===== src/rtl/id_stage.sv =====
// id_stage: MIPS instruction-decode stage. Decodes the fetched word, reads operands
// with a writeback bypass, stalls on scoreboard hazards and drives the ID/EX register.
module id_stage (
    input  logic        clk,
    input  logic        resetn,
    input  logic        fs_valid,
    input  logic [31:0] fs_inst,
    input  logic [31:0] fs_pc,
    output logic        ds_ready,
    output logic [4:0]  rf_raddr1,
    output logic [4:0]  rf_raddr2,
    input  logic [31:0] rf_rdata1,
    input  logic [31:0] rf_rdata2,
    input  logic        wb_we,
    input  logic [4:0]  wb_waddr,
    input  logic [31:0] wb_wdata,
    input  logic        flush,
    output logic        es_valid,
    input  logic        es_ready,
    output logic [31:0] es_pc,
    output logic [31:0] es_src1,
    output logic [31:0] es_src2,
    output logic [31:0] es_store_data,
    output logic [4:0]  es_dest,
    output logic        es_we,
    output logic [3:0]  es_alu_op,
    output logic        es_mem_re,
    output logic        es_mem_we
);

    localparam logic [5:0] OP_SPECIAL = 6'h00;
    localparam logic [5:0] OP_ADDIU   = 6'h09;
    localparam logic [5:0] OP_LUI     = 6'h0f;
    localparam logic [5:0] OP_LW      = 6'h23;
    localparam logic [5:0] OP_SW      = 6'h2b;

    localparam logic [5:0] FN_SLL  = 6'h00;
    localparam logic [5:0] FN_ADDU = 6'h21;
    localparam logic [5:0] FN_SUBU = 6'h23;
    localparam logic [5:0] FN_AND  = 6'h24;
    localparam logic [5:0] FN_OR   = 6'h25;
    localparam logic [5:0] FN_SLT  = 6'h2a;

    typedef enum logic [3:0] {
        ALU_ADD = 4'd0,
        ALU_SUB = 4'd1,
        ALU_AND = 4'd2,
        ALU_OR  = 4'd3,
        ALU_SLT = 4'd4,
        ALU_SLL = 4'd5,
        ALU_LUI = 4'd6
    } alu_op_e;

    typedef struct packed {
        logic [31:0] pc;
        logic [31:0] src1;
        logic [31:0] src2;
        logic [31:0] store_data;
        logic [4:0]  dest;
        logic        we;
        alu_op_e     alu_op;
        logic        mem_re;
        logic        mem_we;
    } issue_t;

    logic [5:0]  op;
    logic [4:0]  rs;
    logic [4:0]  rt;
    logic [4:0]  rd;
    logic [4:0]  shamt;
    logic [5:0]  funct;
    logic [15:0] imm;
    logic [31:0] simm;

    assign op    = fs_inst[31:26];
    assign rs    = fs_inst[25:21];
    assign rt    = fs_inst[20:16];
    assign rd    = fs_inst[15:11];
    assign shamt = fs_inst[10:6];
    assign funct = fs_inst[5:0];
    assign imm   = fs_inst[15:0];
    assign simm  = {{16{imm[15]}}, imm};

    assign rf_raddr1 = rs;
    assign rf_raddr2 = rt;

    // One-hot of the register writeback commits this cycle; drives both bypass and clear.
    logic [31:0] wb_hit;
    logic [31:0] rs_val;
    logic [31:0] rt_val;

    assign wb_hit = wb_we ? (32'd1 << wb_waddr) : 32'd0;
    assign rs_val = (wb_hit[rs] && (rs != 5'd0)) ? wb_wdata : rf_rdata1;
    assign rt_val = (wb_hit[rt] && (rt != 5'd0)) ? wb_wdata : rf_rdata2;

    issue_t dec;
    logic   use_rs;
    logic   use_rt;
    logic   dec_wr;

    always_comb begin
        // NOTE: every output of this block gets a default first so no path infers a latch.
        dec    = '0;
        dec.pc = fs_pc;
        use_rs = 1'b0;
        use_rt = 1'b0;
        dec_wr = 1'b0;
        case (op)
            OP_SPECIAL: begin
                case (funct)
                    FN_ADDU, FN_SUBU, FN_AND, FN_OR, FN_SLT: begin
                        dec.src1 = rs_val;
                        dec.src2 = rt_val;
                        dec.dest = rd;
                        dec_wr   = 1'b1;
                        use_rs   = 1'b1;
                        use_rt   = 1'b1;
                        case (funct)
                            FN_SUBU: dec.alu_op = ALU_SUB;
                            FN_AND:  dec.alu_op = ALU_AND;
                            FN_OR:   dec.alu_op = ALU_OR;
                            FN_SLT:  dec.alu_op = ALU_SLT;
                            default: dec.alu_op = ALU_ADD;
                        endcase
                    end
                    FN_SLL: begin
                        dec.src1   = {27'd0, shamt};
                        dec.src2   = rt_val;
                        dec.dest   = rd;
                        dec.alu_op = ALU_SLL;
                        dec_wr     = 1'b1;
                        use_rt     = 1'b1;
                    end
                    default: ;
                endcase
            end
            OP_ADDIU, OP_LW: begin
                dec.src1   = rs_val;
                dec.src2   = simm;
                dec.dest   = rt;
                dec.mem_re = (op == OP_LW);
                dec_wr     = 1'b1;
                use_rs     = 1'b1;
            end
            OP_LUI: begin
                dec.src2   = {imm, 16'd0};
                dec.dest   = rt;
                dec.alu_op = ALU_LUI;
                dec_wr     = 1'b1;
            end
            OP_SW: begin
                dec.src1       = rs_val;
                dec.src2       = simm;
                dec.store_data = rt_val;
                dec.mem_we     = 1'b1;
                use_rs         = 1'b1;
                use_rt         = 1'b1;
            end
            default: ;
        endcase
        dec.we = dec_wr && (dec.dest != 5'd0);
    end

    // Scoreboard: bit 0 is forced low so r0 never stalls anything.
    logic [31:0] busy_q;
    logic [31:0] busy_d;
    logic        es_valid_q;
    logic        es_valid_d;
    issue_t      es_q;
    issue_t      es_d;

    logic raw;
    logic waw;
    logic issue;

    assign raw = (use_rs && busy_q[rs] && !wb_hit[rs]) ||
                 (use_rt && busy_q[rt] && !wb_hit[rt]);
    assign waw = dec.we && busy_q[dec.dest] && !wb_hit[dec.dest];

    assign ds_ready = !(raw || waw) && (!es_valid_q || es_ready) && !flush;
    assign issue    = fs_valid && ds_ready;

    always_comb begin
        es_valid_d = es_valid_q;
        es_d       = es_q;
        if (flush) begin
            es_valid_d = 1'b0;
        end else if (issue) begin
            es_valid_d = 1'b1;
            es_d       = dec;
        end else if (es_ready) begin
            es_valid_d = 1'b0;
        end
        // Set is applied after clear so a same-cycle set and clear leaves the bit set.
        busy_d = ((busy_q & ~wb_hit) |
                  ((issue && dec.we) ? (32'd1 << dec.dest) : 32'd0)) & ~32'd1;
    end

    always_ff @(posedge clk or negedge resetn) begin
        // NOTE: state registers use non-blocking assignments so all flops update together.
        if (!resetn) begin
            es_valid_q <= 1'b0;
            es_q       <= '0;
            busy_q     <= '0;
        end else begin
            es_valid_q <= es_valid_d;
            es_q       <= es_d;
            busy_q     <= busy_d;
        end
    end

    assign es_valid      = es_valid_q;
    assign es_pc         = es_q.pc;
    assign es_src1       = es_q.src1;
    assign es_src2       = es_q.src2;
    assign es_store_data = es_q.store_data;
    assign es_dest       = es_q.dest;
    assign es_we         = es_q.we;
    assign es_alu_op     = es_q.alu_op;
    assign es_mem_re     = es_q.mem_re;
    assign es_mem_we     = es_q.mem_we;

endmodule


===== config.mk =====
export PLATFORM = sky130hd
export DESIGN_NAME = id_stage
export DESIGN_NICKNAME = d
export VERILOG_FILES = /design/src/rtl/id_stage.sv
export SDC_FILE = /design/constraint.sdc
export NUM_CORES = 1
export LEC_CHECK = 0
export CORE_ASPECT_RATIO = 1.4
export CORE_MARGIN = 5
export CORE_UTILIZATION = 46
export DETAILED_ROUTE_END_ITERATION = 8
export PLACE_DENSITY_LB_ADDON = 0.15
export REMOVE_ABC_BUFFERS = 1
export SLEW_MARGIN = 10
export SYNTH_ARGS = -nofsm -noshare
export SYNTH_HDL_FRONTEND = slang
export SYNTH_SLANG_ARGS = --single-unit
export TNS_END_PERCENT = 50

===== constraint.sdc =====
create_clock -name clk -period 4.2 [get_ports clk]
set_input_delay 0.84 -clock clk [delete_from_list [all_inputs] [get_ports clk]]
set_output_delay 0.84 -clock clk [all_outputs]
set_load 0.02 [all_outputs]

# Word level (Yosys, flattened, before mapping)

Index checks and enable logic that the tools add are counted.

Memories: 0
Output and inout bits: 152
Bits in read-only memories: 0
Register bits: 172
Memory bits (writable): 0
Word-level logic and storage cells: 98
Latch bits: 0

Shift-type cells: 2
Bitwise logic cells: 4
Add/sub/neg operators: 0
Muxes and demuxes: 35
Div/mod/pow operators: 0
Reductions and logical operators: 34
$lt $le $gt $ge: 3
$mul: 0
Equal/unequal tests: 9

Operator list:

| operator             | number |
|---|---|
| $mux 32              | 5 |
| $pmux 64 s2          | 1 |
| $pmux 32 s3          | 1 |
| $pmux 32 s2          | 1 |
| $shl 1x5->32 const A | 2 |
| $eq 6x6->1 const B   | 7 |
| $and 32x32->32       | 1 |
| $not 32->32          | 1 |
| $or 32x32->32        | 1 |
| $bmux 1 s5           | 6 |
| $lt 5x6->1 const B   | 3 |
| $pmux 4 s2           | 2 |
| $reduce_bool 5->1    | 3 |
| $logic_and 1x1->1    | 13 |
| $mux 1               | 13 |
| $eq 6x4->1 const B   | 2 |
| $logic_not 6->1      | 2 |
| $pmux 3 s4           | 1 |
| $pmux 5 s2           | 1 |
| $logic_not 1->1      | 6 |
| $pmux 1 s2           | 3 |
| $reduce_or 3->1      | 2 |
| $reduce_or 6->1      | 1 |
| $mux 5               | 1 |
| other kinds (6)      | 8 |

# Depth between registers and ports, before layout

Gate-level depths: netlist of run 1.

Word-level depth: 16
Depth in mapped cells: 15
Gate-level depth less buffers: 10

# Worst setup path after synthesis of run 1

No wires, ideal clock.

Path type: input to output
Start: input port fs_inst[16]
End: output port ds_ready
Buffers on the path: 3
Setup slack: 0.174 ns
Required time: 3.360 ns
Arrival: 3.186 ns
Cell stages on the path: 10
Cells stage by stage: buf_2 -> buf_4 -> mux4_2 -> mux4_2 -> nand2_1 -> nand2_1 -> a211oi_2 -> o2111ai_1 -> o2bb2ai_2 -> buf_2

Cells in the longest elaborated chain, start to end: 9
Elaborated cells on any way between the ends: 22
Those cells by class: mux (9); reduce/logical (13)

RTL lines:

| item                                                       | RTL line | source |
|---|---|---|
| from (decl)                                                | 7        | `input logic [31:0] fs_inst,` |
| $pmux 5 s2 or $bmux 1 s5 (tied branches)                   | 108, 177 |  |
| $bmux 1 s5, or another cell as far along                   | 178      | `assign waw = dec.we && busy_q[dec.dest] && !wb_hit[dec.dest];` |
| $mux 1 (not written as such), or another cell as far along | 178      |  |
| $logic_and 1x1->1, or another cell as far along            | 178      |  |
| $logic_and 1x1->1 or $logic_or 1x1->1 (tied branches)      | 178, 176 |  |
| $logic_or 1x1->1 (*)                                       | 180      | `assign ds_ready = !(raw \|\| waw) && (!es_valid_q \|\| es_ready) && !flush;` |
| $logic_not 1->1 (*)                                        | 180      |  |
| $logic_and 1x1->1 (*) (2 in series)                        | 180      |  |
| to (decl)                                                  | 9        | `output logic ds_ready,` |

Mark *: on every way between the ends. The rest lies on a longest branch, timed or not. The select of a mux whose other input is x is not followed.

# Worst setup path after layout of run 1

Start: input port fs_inst[26]
End: output port ds_ready

Cells in the longest elaborated chain, start to end: 11
Elaborated cells on any way between the ends: 29
Those cells by class: eq/ne (4); mux (8); reduce/logical (17)

RTL lines:

| item                                                              | RTL line | source |
|---|---|---|
| $eq 6x6->1 or $eq 6x4->1 (tied branches)                          | 108      | `case (op)` |
| $reduce_or 3->1 (no line)                                         | --       |  |
| $pmux 5 s2                                                        | 108      |  |
| $bmux 1 s5 or $reduce_bool 5->1 (tied branches)                   | 178, 161 |  |
| $mux 1 (not written as such) or $logic_and 1x1->1 (tied branches) | 178, 161 |  |
| $logic_and 1x1->1 or $logic_not 1->1 (tied branches)              | 178      |  |
| $logic_and 1x1->1                                                 | 178      |  |
| $logic_or 1x1->1 (*)                                              | 180      |  |
| $logic_not 1->1 (*)                                               | 180      |  |
| $logic_and 1x1->1 (*) (2 in series)                               | 180      |  |

Marks and branches as above.

==> impl_metrics.tcl, run 1 <==
set metrics [dict create \
    status "complete, no violations" \
    vdd_drop_max_mv 0.226 \
    power_mw 4.38 \
    routed_via_density 5.79 \
    grt_max_degree 73 \
    cts_inserted_buffers 17 \
    die_x_um 129 \
    critPathRequiredTime_ns 3.36 \
    avgSynthCellArea_um2 11.3 \
    ys_types 67 \
    drtIter0Drc 568 \
    netlist_top_cells_count "dfrtp_1 (171), mux2i_1 (77), mux2_2 (72), o21ai_0 (71), nand2_1 (63)" \
    path_max_fanout 3 \
    grt_pass1_wl_um 53700 \
    p_leak_nw 5.99 \
    ys_ff_latch 171 \
    critPathLaunchType "primary input" \
    grt_pass1_vias 9200 \
    ios 323 \
    start_util 0.464 \
    final_util 0.739 \
    synth_top_cells_by_area "dfrtp_1 (47%), mux2_2 (8.9%), mux2i_1 (8.4%)" \
    nets 1422 \
    drt_wl_total_um 35500 \
    slew_headroom 0.518 \
    clk_pin_slew_ns 0.07 \
    period_needed_ns 4.13 \
    critPathArrivalTime_ns 3.29 \
    finalSetupViolCount 0 \
    hold_viol_final 0 \
    core_um2 19700 \
    syn_inst 809 \
    track_usage 0.310 \
    vias 8771 \
    cts_tree "yes" \
    hp-class "primary input to async pin" \
    die_area_um2 22800 \
    rows 61 \
    timing.max_cap.violations 0 \
    die_y_um 177 \
    yosysMostFrequentCell "dfrtp_1" \
    drc 0 \
    synth_edf_count 0 \
    io_buffer_count 321 \
    synth_flop_cell "dfrtp_1" \
    synth-seq-area-share 0.468 \
    max_freq_mhz 242 \
    cp-end-kind "output port" \
    antenna_found_initial 1 \
    firstDrtPassIters 5 \
    overflow 0 \
    route.detailed.wl_per_inst_um 23.4 \
    ctsHoldBuffers 0 \
    synth.largest_area_cell "dfrtp_1" \
    h-tree-depth 4 \
    n_fill_cell 1445 \
    drt.antenna.violating_nets 0 \
    cts_sinks 171 \
    slew_viol_final 0 \
    cts-root-buf "clkbuf_16" \
    hpwl_um 27500 \
    synth_area_um2 9150 \
    drive_gt1_frac 0.272 \
    area_growth_pct 59.0 \
    synthArstFlopShare 1.00 \
    worstSetupPathType "primary input to output port" \
    ys_warn_count 0 \
    finalCritPeriodShare 0.983 \
    place_congestion 0.984 \
    fin_skew_ns 0.0133 \
    clock_latency_ns 0.43 \
    cts_buffer_depth 2 \
    synth_top_area_share 0.468 \
    cellPowerDensity_nw_per_um2 301 \
    worstMarginPinSlew_ns 0.721 \
]
## state kept, by name, summed over array words and instances, names as in the netlist
signal	cells
es_valid	1
es_pc	32
es_dest	5
es_mem_we	1
es_src1	32
es_mem_re	1
es_src2	32
busy_q	31
es_we	1
es_store_data	32
es_alu_op	3
## logic make-up after synthesis
logic type | count (synthesis) | synth area share
AO/OA/AOI/OAI | 232 | 0.180
flip-flops | 171 | 0.468
multiplexers | 167 | 0.215
AND/OR/NAND/NOR | 156 | 0.0858
buffers and inverters | 73 | 0.0417
XOR/XNOR | 9 | 0.00862
other | 1 | 0.000410
## worst paths after layout
kind	start	to	slack [ns]	cells past startpoint
max in group asynchronous	resetn	es_src2[6]	2.97	2
max reg2reg	busy_q[26]	es_src2[30]	0.59	12
max	fs_inst[26]	ds_ready	0.07	12
min reg2reg	es_store_data[11]	es_store_data[11]	0.49	1
min	resetn	busy_q[5]	0.42	1
min in group clk	es_store_data[11]	es_store_data[11]	0.49	1
## placed cells by master, fill, tap and decap left out, drive strengths merged, types with 3 or more instances in the layout
cell / count
clkdlybuf4s50: 303
buf: 173
dfrtp: 171
mux2i: 77
o21ai: 74
mux2: 74
nand2: 65
o2bb2ai: 60
clkbuf: 27
o211ai: 21
nand3: 19
nor2: 19
a21oi: 19
mux4: 16
o21bai: 10
nor3: 9
inv: 9
o21a: 7
nand4: 7
nand4b: 5
nand2b: 5
xor2: 5
dlygate4sd2: 5
and2: 5
clkinv: 5
a211oi: 5
a31oi: 5
xnor2: 4
nand3b: 3
o31ai: 3
and3: 3
a221oi: 3
a22oi: 3
a22o: 3
## final cells by class
class	count	area [um2]	share of cell area
sequential	171	4280	0.294
inverter	4	15.0	0.00103
multi-input combinational	565	4740	0.326
timing repair buffer	492	4630	0.318
clock buffer	18	429	0.0295
clock inverter	13	134	0.00921
antenna	1	2.50	0.000172
tap	252	315	0.0217
## metrics by stage
stage / hold WS, ns / worst slack [ns] / setup TNS (ns) / std cells / cell area, um2
detailed placement: 0.476 / -0.723 / -42.19 / 1468 / 13700
global placement: 0.471 / -0.753 / -46.63 / 1468 / 13700
CTS: 0.429 / 0.000934 / 0 / 1510 / 14500
finish: 0.415 / 0.0718 / 0 / 1516 / 14500
floorplan: 0.488 / -1.84 / -196.46 / 740 / 8780
global route: 0.473 / -0.0412 / -0.0412 / 1516 / 14500
## metal layers
metal | vias to the layer above | part of all wire | wire length [um] | GRT usage
li1 | 3927 | - | - | -
met1 | 4420 | 0.37 | 13100 | 0.365
met2 | 353 | 0.53 | 18900 | 0.548
met3 | 71 | 0.064 | 2270 | 0.0734
met4 | 0 | 0.036 | 1270 | 0.109
met5 | - | 0 | 0 | 0
## repair_timing
action,in CTS,in global routing
setup endpoints to repair,35,16
hold endpoints to repair,0,0
setup buffers,11,5
resized for setup,48,36
pin swaps,16,16
## worst max-delay path, stage by stage
cell           delay [ns]
dlygate4sd2_1        0.27
nor4_4               0.28
buf_4                0.17
and2_4               0.14
o211ai_1             0.14
buf_4                0.18
a221oi_2             0.23
a32oi_1              0.09
mux2_4               0.30
o32ai_4              0.33
o2bb2ai_4            0.17
buf_6                0.14
## where the power goes
part,switching [mW],internal (mW)
Clock,0.715,0.829
Combinational,0.489,0.544
Sequential,0.0603,1.75
Note: power is estimated with default switching activity, not from simulation.
==> inputs of run 2 (changes only) <==
RECOVER_POWER = 100   (was default)
==> run 2 against run 1 <==
  * The run now ends with capacitance limit, slew limit left
  * Utilization fell by 0.15 points
  * Via count fell by 0.18%
  * Cell area fell by 0.20%
==> impl_metrics.tcl, run 2 (same netlist as run 1, synthesis figures left out) <==
set metrics [dict create \
    grt_pass1_vias 9200 \
    antenna_found_initial 1 \
    cts_sinks 171 \
    post-route-worst-setup-slack_ns 0.0549 \
    cts_tree "yes" \
    status "complete, but fails checks" \
    fin_skew_ns 0.0135 \
    die_x_um 129 \
    path_max_fanout 3 \
    die_y_um 177 \
    drive_gt1_frac 0.270 \
    vias 8755 \
    final_common_cell "dfrtp_1" \
    critPathArrivalTime_ns 3.31 \
    cts-root-buf "clkbuf_16" \
    grt_pass1_wl_um 53700 \
    firstDrtPassIters 5 \
    io_buffer_count 321 \
    worstRegToRegCells 12 \
    p_leak_nw 6.35 \
    hold_viol_final 0 \
    die_area_um2 22800 \
    clk_pin_slew_ns 0.07 \
    worstMarginPinSlew_ns 1.81 \
    whs_path_depth 1 \
    hp-class "register to register" \
    drt_wl_total_um 35500 \
    clock_latency_ns 0.43 \
    finalCritPeriodShare 0.987 \
    ctsHoldBuffers 0 \
    track_usage 0.310 \
    r2r_slack_ns 0.58 \
    cts_inserted_buffers 17 \
    violations "capacitance limit, slew limit" \
    start_util 0.464 \
    nets 1422 \
    rows 61 \
    grt_max_degree 73 \
    rr_startpoint "busy_q[27]" \
    use_met3 0.0734 \
    gr-usage-met2 0.548 \
    drtIter0Drc 532 \
    pre_cts_ws_ns -0.723 \
    worstSetupPathType "primary input to output port" \
    critPathRequiredTime_ns 3.36 \
    drt.antenna.violating_nets 0 \
    slew_headroom -0.206 \
    finalSetupViolCount 0 \
    cp-end-kind "output port" \
    hpwl_um 27500 \
    max_freq_mhz 241 \
    core_um2 19700 \
    overflow 0 \
    busiest_layer "met2" \
    critPathLaunchType "primary input" \
    startpoint "fs_inst[26]" \
    cts_buffer_depth 2 \
    drc 0 \
    final_cell_mix "dfrtp_1 (171), clkdlybuf4s50_1 (153), dlygate4sd3_1 (150), buf_4 (150), mux2i_1 (76)" \
    route.detailed.wl_per_inst_um 23.4 \
    timing.max_cap.violations 2 \
    period_needed_ns 4.15 \
    endpoint "ds_ready" \
    r2r-end "es_src2[30]" \
    place_congestion 0.984 \
    cellPowerDensity_nw_per_um2 299 \
    h-tree-depth 4 \
    vdd_drop_max_mv 0.225 \
    area_growth_pct 58.7 \
    routed_via_density 5.78 \
    ios 323 \
    slew_viol_final 137 \
    hold_slack_ns 0.488 \
    grt_use_met1 0.365 \
]
-- run 2: cell count changes in the layout (fill, tap and decap cells not counted) --
| cell | change |
|---|---|
| clkdlybuf4s50_1 | -150 |
| dlygate4sd3_1 | +150 |
| buf_4 | -2 |
| buf_12 | -1 |
| clkbuf_2 | +2 |
| buf_6 | -1 |
| clkbuf_1 | +2 |
-- run 2: worst min path at each step --
stage,start,to,slack [ns]
floorplan,busy_q[2],busy_q[2],0.49
global placement,es_store_data[17],es_store_data[17],0.47
detailed placement,es_src1[24],es_src1[24],0.48
CTS,resetn,busy_q[4],0.43
global route,es_src1[22],es_src1[22],0.50
finish,es_store_data[11],es_store_data[11],0.49
-- run 2: stage by stage --
stage | utilization | power (mW) | cell area, um2 | instances | TNS [ns]
after floorplan | - | 2.20 | 8780 | 740 | -196.46
after global placement | 0.693 | 2.83 | 13700 | 1468 | -46.63
after detailed placement | 0.693 | 2.85 | 13700 | 1468 | -42.19
after CTS | 0.734 | 4.40 | 14500 | 1510 | 0
after global routing | 0.737 | 4.50 | 14500 | 1516 | -0.0412
final | 0.737 | 4.34 | 14500 | 1516 | 0
-- run 2: per-layer routing --
| layer | share of wire | wire length [um] |
|---|---|---|
| met4 | 0.035 | 1250 |
| met3 | 0.064 | 2260 |
| met1 | 0.37 | 13000 |
| met5 | 0 | 0 |
| met2 | 0.54 | 19000 |
-- run 2: critical path, stage by stage --
cell	delay, ns
dlygate4sd2_1	0.27
nor4_4	0.28
buf_4	0.17
and2_4	0.14
o211ai_1	0.14
buf_4	0.19
a221oi_2	0.23
a32oi_1	0.09
mux2_4	0.30
o32ai_4	0.33
o2bb2ai_4	0.17
buf_6	0.14
-- run 2: area by class of cell --
type | instances | area [um2]
fill | 1450 | 5180
clock inverter | 13 | 134
clock buffer | 18 | 429
sequential | 171 | 4280
antenna | 1 | 2.50
inverter | 4 | 15.0
timing repair buffer | 492 | 4600
tap | 252 | 315
multi-input combinational | 565 | 4740
-- run 2: repair_timing --
action | 4_1_cts | 5_1_grt
buffers inserted | 11 | 5
pin swaps | 16 | 16
setup endpoints to repair | 35 | 16
resized for setup | 48 | 36
-- run 2: power breakdown --
group	internal (mW)	switching (mW)	leakage, nW
registers	1.75	0.0560	2.29
logic	0.506	0.489	3.78
clock network	0.829	0.715	0.271
==> inputs of run 3 (changes only) <==
CORE_MARGIN = 2   (was 5)
==> run 3 against run 2 <==
  * Clock skew is 0.0018 ns lower
  * Largest power group unchanged
  * Worst setup slack worse by 0.020 ns
  * Maximum frequency decreased by 0.48%
  * Critical path depth stayed put
  * Utilization decreased by 0.23 points
  * The run still ends with capacitance limit, slew limit left
  * Via count down 0.72%
  * Hold slack got worse by 0.0061 ns
  * Register-to-register slack improved by 0.13 ns
  * Final cell count down 0.20%
  * Cell area decreased by 0.31%
  * Die area shrank 7.9%
==> impl_metrics.tcl, run 3 (same netlist as run 1, synthesis figures left out) <==
set metrics [dict create \
    tns_ns 0 \
    h-tree-depth 4 \
    dp.cells 1460 \
    worstSetupPathType "primary input to output port" \
    core_um2 19700 \
    instances_no_fill 1513 \
    worstRegToRegCells 12 \
    status "complete, but fails checks" \
    die_x_um 123 \
    drtIter0Drc 472 \
    ios 323 \
    vdd_drop_max_mv 0.256 \
    r2r_slack_ns 0.71 \
    rows 61 \
    clock_latency_ns 0.43 \
    cts_inserted_buffers 17 \
    overflow 0 \
    wl_met1_um 12700 \
    grt_max_degree 74 \
    hold_viol_final 0 \
    min_to "es_store_data[27]" \
    die_area_um2 21000 \
    worstMarginPinSlew_ns 1.93 \
    top_layer "met5" \
    clk_pin_slew_ns 0.07 \
    rr_startpoint "busy_q[25]" \
    pre_cts_ws_ns -0.782 \
    cts_tree "yes" \
    fin_skew_ns 0.0117 \
    die_y_um 171 \
    whs_path_depth 1 \
    hold_slack_ns 0.482 \
    violations "capacitance limit, slew limit" \
    post-route-worst-setup-slack_ns 0.0350 \
    slew_headroom -0.283 \
    timing.max_cap.violations 2 \
    final_cell_mix "dfrtp_1 (171), clkdlybuf4s50_1 (152), dlygate4sd3_1 (150)" \
    place_congestion 0.966 \
    drc 0 \
    cellPowerDensity_nw_per_um2 306 \
    final_common_cell "dfrtp_1" \
    drt_wl_total_um 35300 \
    p_leak_nw 6.33 \
    cp-end-kind "output port" \
    wl_met2_um 18700 \
    grt_pass1_wl_um 53300 \
    hp-class "register to register" \
    max_freq_mhz 240 \
    critPathLaunchType "primary input" \
    cts_sinks 171 \
    grt_pass1_vias 9258 \
    n_fill_cell 1536 \
    drive_gt1_frac 0.257 \
    min_from "es_store_data[27]" \
    cts_buffer_depth 2 \
    track_usage 0.341 \
    r2r-end "es_pc[22]" \
    area_growth_pct 58.2 \
    routed_via_density 5.74 \
    ctsHoldBuffers 0 \
    cts-root-buf "clkbuf_16" \
    io_buffer_count 321 \
    finalCritPeriodShare 0.992 \
    firstDrtPassIters 5 \
    hpwl_um 26800 \
    path_max_fanout 6 \
    antenna_found_initial 5 \
    period_needed_ns 4.16 \
    slew_viol_final 74 \
    finalSetupViolCount 0 \
    critPathArrivalTime_ns 3.32 \
    critPathRequiredTime_ns 3.36 \
    start_util 0.464 \
    dr_wl_met3_um 2060 \
    nets 1415 \
    vias 8692 \
    route.detailed.wl_per_inst_um 23.3 \
    drt.antenna.violating_nets 0 \
]
-- run 3: cell types whose count changed in the layout (fill, tap and decap cells not counted), sizes merged, moves of 3 or more --
cell           previous run  this run
inv                       9        14
clkbuf                   31        34
diode                     1         4
clkdlybuf4s15             0         3
dlymetal6s2s              2         5
buf                     169       153
clkinv                    5         1
-- run 3: worst max path at each step --
stage	from	endpoint	slack, ns
3_3_place_gp	fs_inst[31]	ds_ready	-0.73
3_5_place_dp	fs_inst[31]	ds_ready	-0.78
2_1_floorplan	fs_inst[2]	es_alu_op[0]	-1.84
5_1_grt	fs_inst[0]	ds_ready	-0.02
6_report	fs_inst[27]	ds_ready	0.04
4_1_cts	fs_inst[26]	ds_ready	0.002
-- run 3: worst max-delay path, stage by stage --
cell           delay [ns]
dlygate4sd2_1        0.27
or4b_4               0.56
a31oi_4              0.25
buf_6                0.15
nand2_4              0.07
nand2_4              0.08
buf_12               0.13
mux2_2               0.35
o32ai_4              0.14
o32ai_4              0.15
o2bb2ai_2            0.16
buf_6                0.14
-- run 3: repair_timing --
action                                  in CTS  in global routing
gates cloned                                 1                  1
endpoints found under the setup margin      72                  1
gates resized for setup                     43                 31
pin swaps                                   14                 17
buffers inserted                             8                  8
-- run 3: layout make-up --
cell class                 count  area [um2]  share of cell area
antenna                        4        10.0            0.000692
clock buffer                  19         453              0.0313
clock inverter                13         146              0.0101
inverter                       4        15.0             0.00104
multi-input combinational    565        4710               0.325
sequential                   171        4280               0.296
tap                          252         315              0.0218
timing repair buffer         485        4550               0.314
-- run 3: routing by layer --
metal  track usage  up-vias
met1         0.385     4339
met5             0        -
met2         0.597      338
met4         0.168        2
met3        0.0767       91
li1              -     3922
-- run 3: per-stage QoR --
step / total power, mW / cell area (um2) / util
floorplan: 2.20 / 8780 / -
global placement: 2.83 / 13600 / 0.690
detailed placement: 2.84 / 13600 / 0.690
CTS: 4.48 / 14400 / 0.731
global route: 4.58 / 14500 / 0.735
finish: 4.42 / 14500 / 0.735
-- run 3: where the power goes --
| part | switching, mW | leakage (nW) | internal, mW |
|---|---|---|---|
| sequential | 0.0557 | 2.29 | 1.74 |
| combinational | 0.483 | 3.74 | 0.503 |
| clock | 0.755 | 0.295 | 0.881 |
